`config.mk`:
```
export PLATFORM = sky130hd
export DESIGN_NAME = csd_shift_add_mult
export DESIGN_NICKNAME = d
export VERILOG_FILES = /design/src/rtl/csd_shift_add_mult.sv
export SDC_FILE = /design/constraint.sdc
export NUM_CORES = 1
export LEC_CHECK = 0
export ABC_AREA = 1
export BUFFER_PORTS_ARGS = -buffer_cell sky130_fd_sc_hd__clkbuf_2
export CORE_MARGIN = 3
export CORE_UTILIZATION = 55
export DETAILED_ROUTE_END_ITERATION = 12
export PLACE_DENSITY = 0.85
export SLEW_MARGIN = 20
export SYNTH_ARGS = -nofsm -noshare
export SYNTH_HDL_FRONTEND = slang
export SYNTH_SLANG_ARGS = --single-unit
```
`constraint.sdc`:
```
create_clock -name clk -period 2.5 [get_ports clk]
set_input_delay 0.25 -clock clk [delete_from_list [all_inputs] [get_ports clk]]
set_output_delay 0.25 -clock clk [all_outputs]
set_load 0.005 [all_outputs]
```
`src/rtl/csd_shift_add_mult.sv`:
```
// Serial CSD multiplier: product = x_in * (csd_pos - csd_neg), one digit per clock.
// Fixed N-cycle scan so latency is independent of the coefficient's digit pattern.
module csd_shift_add_mult #(
    parameter int N  = 8,
    parameter int XW = 8,
    parameter int PW = XW + N + 1
) (
    input  logic                       clk,
    input  logic                       reset,
    input  logic                       start,
    input  logic [XW-1:0]              x_in,
    input  logic [N-1:0]               csd_pos,
    input  logic [N-1:0]               csd_neg,
    output logic                       busy,
    output logic                       done,
    output logic                       err,
    output logic [PW-1:0]              product,
    output logic [$clog2(N+1)-1:0]     nz_count
);

    localparam int CW = $clog2(N + 1);
    localparam int IW = (N > 1) ? $clog2(N) : 1;

    localparam logic [1:0] ST_IDLE = 2'd0;
    localparam logic [1:0] ST_SCAN = 2'd1;
    localparam logic [1:0] ST_DONE = 2'd2;
    localparam logic [1:0] ST_ERR  = 2'd3;

    localparam logic [IW-1:0] IDX_LAST = IW'(N - 1);
    localparam logic [IW-1:0] IDX_ONE  = IW'(1);
    localparam logic [CW-1:0] CNT_ONE  = CW'(1);

    // A digit cannot be both +1 and -1; any overlap makes the coefficient invalid.
    function automatic logic has_overlap(input logic [N-1:0] p, input logic [N-1:0] n);
        return |(p & n);
    endfunction

    logic [1:0]    state_q,   state_d;
    logic [PW-1:0] x_q,       x_d;
    logic [N-1:0]  pos_q,     pos_d;
    logic [N-1:0]  neg_q,     neg_d;
    logic [PW-1:0] acc_q,     acc_d;
    logic [IW-1:0] idx_q,     idx_d;
    logic [CW-1:0] cnt_q,     cnt_d;
    logic          busy_q,    busy_d;
    logic          done_q,    done_d;
    logic          err_q,     err_d;
    logic [PW-1:0] product_q, product_d;
    logic [CW-1:0] nz_q,      nz_d;
    logic [PW-1:0] term_s;

    // Next-state, datapath and registered-output computation.
    always_comb begin
        state_d   = state_q;
        x_d       = x_q;
        pos_d     = pos_q;
        neg_d     = neg_q;
        acc_d     = acc_q;
        idx_d     = idx_q;
        cnt_d     = cnt_q;
        done_d    = 1'b0;
        err_d     = 1'b0;
        product_d = product_q;
        nz_d      = nz_q;
        term_s    = x_q << idx_q;

        case (state_q)
            ST_IDLE: begin
                if (start) begin
                    x_d   = {{(PW-XW){x_in[XW-1]}}, x_in};
                    pos_d = csd_pos;
                    neg_d = csd_neg;
                    acc_d = {PW{1'b0}};
                    idx_d = {IW{1'b0}};
                    cnt_d = {CW{1'b0}};
                    if (has_overlap(csd_pos, csd_neg)) begin
                        state_d   = ST_ERR;
                        done_d    = 1'b1;
                        err_d     = 1'b1;
                        product_d = {PW{1'b0}};
                        nz_d      = {CW{1'b0}};
                    end else begin
                        state_d = ST_SCAN;
                    end
                end else begin
                    state_d = ST_IDLE;
                end
            end
            ST_SCAN: begin
                if (pos_q[idx_q]) begin
                    acc_d = acc_q + term_s;
                    cnt_d = cnt_q + CNT_ONE;
                end else if (neg_q[idx_q]) begin
                    acc_d = acc_q - term_s;
                    cnt_d = cnt_q + CNT_ONE;
                end else begin
                    acc_d = acc_q;
                    cnt_d = cnt_q;
                end
                // Result and count are published together with the done pulse.
                if (idx_q == IDX_LAST) begin
                    state_d   = ST_DONE;
                    done_d    = 1'b1;
                    product_d = acc_d;
                    nz_d      = cnt_d;
                end else begin
                    idx_d = idx_q + IDX_ONE;
                end
            end
            ST_DONE: state_d = ST_IDLE;
            ST_ERR:  state_d = ST_IDLE;
            default: state_d = ST_IDLE;
        endcase

        busy_d = (state_d != ST_IDLE);
    end

    // State and output registers; reset aborts any operation without a done pulse.
    always_ff @(posedge clk or negedge reset) begin
        if (!reset) begin
            state_q   <= ST_IDLE;
            x_q       <= {PW{1'b0}};
            pos_q     <= {N{1'b0}};
            neg_q     <= {N{1'b0}};
            acc_q     <= {PW{1'b0}};
            idx_q     <= {IW{1'b0}};
            cnt_q     <= {CW{1'b0}};
            busy_q    <= 1'b0;
            done_q    <= 1'b0;
            err_q     <= 1'b0;
            product_q <= {PW{1'b0}};
            nz_q      <= {CW{1'b0}};
        end else begin
            state_q   <= state_d;
            x_q       <= x_d;
            pos_q     <= pos_d;
            neg_q     <= neg_d;
            acc_q     <= acc_d;
            idx_q     <= idx_d;
            cnt_q     <= cnt_d;
            busy_q    <= busy_d;
            done_q    <= done_d;
            err_q     <= err_d;
            product_q <= product_d;
            nz_q      <= nz_d;
        end
    end

    assign busy     = busy_q;
    assign done     = done_q;
    assign err      = err_q;
    assign product  = product_q;
    assign nz_count = nz_q;

endmodule
```
==> results.sh <==
export IMPL_outcome="finished, violations left"
export IMPL_violations="negative setup slack"
export IMPL_clkSlewWorstSetupHoldPaths_ns=0.09
export IMPL_critPathCaptureType="register"
export IMPL_required_ns=2.77
export IMPL_overflow=0
export IMPL_postSynthAreaPerCell_um2=6.437
export IMPL_syn_to_final_growth_pct=33.87
export IMPL_dp_hpwl_um=13180
export IMPL_critical_path_top_delay_family="simple AND/OR/NAND/NOR gates"
export IMPL_rsz0062_at_grt="yes"
export IMPL_r2r_start="idx_q[0]"
export IMPL_met1Wirelength_um=8200
export IMPL_die_x_um=110.1
export IMPL_worstPathMaxFanout=7
export IMPL_remaining_drc_errors=0
export IMPL_ys_types=32
export IMPL_wl_met3_um=2378
export IMPL_top_layer="met4"
export IMPL_layout_nets=1117
export IMPL_detail_route_antenna_nets=0
export IMPL_critical_path_arrival_ns=3.09
export IMPL_drt_initial_drc_count=824
export IMPL_path_buf_inv=4
export IMPL_dpl_cell_area_um2=6813
export IMPL_vias=7052
export IMPL_skew_ns=0.01947
export IMPL_place_inst=1159
export IMPL_grt_pass1_vias=6307
export IMPL_fin_hold_ws_ns=0.06729
export IMPL_finalCritPeriodShare_pct=112.8
export IMPL_synth_nets=989
export IMPL_yosys_warnings=0
export IMPL_critPathSlowestCell="dfrtp_2"
export IMPL_fill_cells=675
export IMPL_io_pins=51
export IMPL_syn_area_um2=5954
export IMPL_diodes=0
export IMPL_cp_start_kind="register"
export IMPL_final_area_um2=7971
export IMPL_antenna_found_initial=0
export IMPL_synth_ff_type="dfrtp_1"
export IMPL_slew_headroom_pct=42.76
export IMPL_ys_ff_latch=74
export IMPL_holdPathEnd="x_q[3]"
export IMPL_crit_start="idx_q[0]"
export IMPL_wirelength_um=22280
export IMPL_place_congestion=1.003
export IMPL_cts_max_level=3
export IMPL_crit_chain="buf_6 -> nand2_2 -> nand2_2 -> inv_2 -> nand2_1 -> o21ai_2 -> inv_2 -> o21ai_4 -> ha_4 -> buf_6 -> nor2_4 -> and2_4 -> nand2_2 -> nand2_2 -> xor2_1 -> nand2_1 -> nand3_2 -> nand2_2"
export IMPL_cts_tree="built"
export IMPL_reg2reg_to="acc_q[8]"
export IMPL_clockBufferDepth=2
export IMPL_dieArea_um2=12110
export IMPL_rows=37
export IMPL_initial_core_util_pct=57.17
export IMPL_route_met2_wl_um=10190
export IMPL_hp_class="in2reg"
export IMPL_critical_path_class="reg2reg"
export IMPL_synth_top_cell_by_area="dfrtp_1"
export IMPL_dr_pass1_iters=6
export IMPL_synth_edf_count=0
export IMPL_ys_seq_area_share_pct=31.10
export IMPL_avgRoutedWirePerCell_um=18.66
export IMPL_die_h_um=110.1
export IMPL_tns_ns=-4.194
export IMPL_yosysTopAreaCellShare_pct=31.10
export IMPL_worst_pin_slew_ns=0.8555
export IMPL_fmax_mhz=354.6
export IMPL_cts_root_buf="clkbuf_8"
export IMPL_clock_latency_ns=0.39
export IMPL_hold_violations=0
export IMPL_synth_area_top_cells="dfrtp_1, nand2_1, inv_1, ha_1, nand3_1"
export IMPL_synthCells=925
export IMPL_numCtsBuffers=9
export IMPL_setup_violations=28
export IMPL_grt_max_degree=38
export IMPL_core_um2=10420
export IMPL_ff2ff_setup_slack_ns=-0.32
export IMPL_clock_sinks=74
export IMPL_crit_path_max_incr_delay_ns=0.49
export IMPL_hold_depth=3
export IMPL_crit_top_cell="nand2_2"
export IMPL_fin_cells=1194
export IMPL_fin_crit_ns=2.820
export IMPL_slew_viol_final=0
export IMPL_final_common_cell="nand2_1"
export IMPL_track_usage_pct=32.75
export IMPL_hp_start="x_in[3]"
export IMPL_synthArstFlopShare_pct=100.0
export IMPL_port_buffers=50
export IMPL_via_per_inst=5.906
export IMPL_max_cap_viol_count=0
export IMPL_grt_pass1_wl_um=30440
export IMPL_layout_setup_ws_ns=-0.3199
export IMPL_final_cell_mix="nand2_1, inv_1, buf_4"
export IMPL_drive_above_1_share_pct=35.63
export IMPL_reg2reg_depth=18
==> worst min-delay path, stage by stage <==
cell	delay, ns
clkbuf_2	0.07
nand2_1	0.04
nand2_1	0.04
==> metrics by stage <==
step	setup slack [ns]	util (%)
after floorplan	0.002199	-
after global routing	-0.4757	76.53
after detailed placement	-0.4453	65.41
after CTS	-0.03507	71.74
after global placement	-0.4217	65.41
final	-0.3199	76.53
==> registers in the layout, summed over array words and instances, names as in the netlist <==
| register | cells |
|---|---|
| acc_q | 17 |
| product | 17 |
| neg_q | 8 |
| pos_q | 8 |
| x_q | 8 |
| cnt_q | 4 |
| nz_count | 4 |
| idx_q | 3 |
| state_q | 2 |
| busy | 1 |
| done | 1 |
| err | 1 |
==> Yosys cell counts (2+ instances only) <==
| master | n |
|---|---|
| nand2_2 | 8 |
| xor2_1 | 11 |
| a21oi_1 | 32 |
| and2_1 | 3 |
| nand4_1 | 14 |
| inv_2 | 4 |
| inv_1 | 135 |
| o211ai_2 | 3 |
| nand2_1 | 362 |
| ha_1 | 35 |
| o21ai_1 | 13 |
| buf_2 | 16 |
| nor2_1 | 50 |
| fa_1 | 2 |
| buf_6 | 4 |
| nand3_1 | 67 |
| clkbuf_1 | 9 |
| dfrtp_1 | 74 |
| nand2_4 | 2 |
| o21ai_0 | 42 |
| nand3_2 | 5 |
| buf_4 | 5 |
| o21ai_2 | 7 |
| a21oi_2 | 7 |
| nor3_1 | 7 |
| a221oi_1 | 2 |
==> worst max-delay path by stage <==
stage | endpoint | depth (start not counted)
after global placement | product[12] | 18
after detailed placement | product[12] | 18
after CTS | product[12] | 20
after global routing | product[12] | 20
final | acc_q[8] | 18
after floorplan | product[15] | 18
==> final cells by class <==
type / count / area, um2 / share of cell area [%]
clock buffers: 10 / 127.6 / 1.601
clock inverters: 6 / 96.34 / 1.209
well taps: 136 / 170.2 / 2.135
multi-input cells: 676 / 4134 / 51.86
flip-flops and latches: 74 / 1854 / 23.26
repair inverters: 1 / 7.507 / 0.09418
repair buffers: 152 / 1051 / 13.18
inverters: 139 / 530.5 / 6.655
==> kinds of logic (layout without fill, tap and decap cells) <==
logic type	Yosys count	count (layout)	share of synthesized area, %
fa+ha+maj	37	37	8.027
compound gates	107	107	10.42
buf+inv	175	308	12.46
flops	74	74	31.10
xor+xnor	11	11	1.618
simple gates	521	521	36.37
==> what timing repair did <==
item / CTS / global route
hold buffers: 1 / 0
endpoints found under the setup margin: 27 / 28
gates resized for setup: 95 / 126
cloned: 1 / 0
setup buffers: 9 / 8
pin swaps: 41 / 57
hold endpoints to repair: 34 / 0
==> per-layer routing <==
| layer | GRT usage, % | up-vias |
|---|---|---|
| li1 | - | 3140 |
| met5 | 0 | - |
| met1 | 42.72 | 3238 |
| met3 | 6.348 | 142 |
| met2 | 51.73 | 532 |
| met4 | 16.83 | 0 |
Power is not shown: default switching activity piles up to over one toggle a cycle in this logic, so the estimate is an artifact.
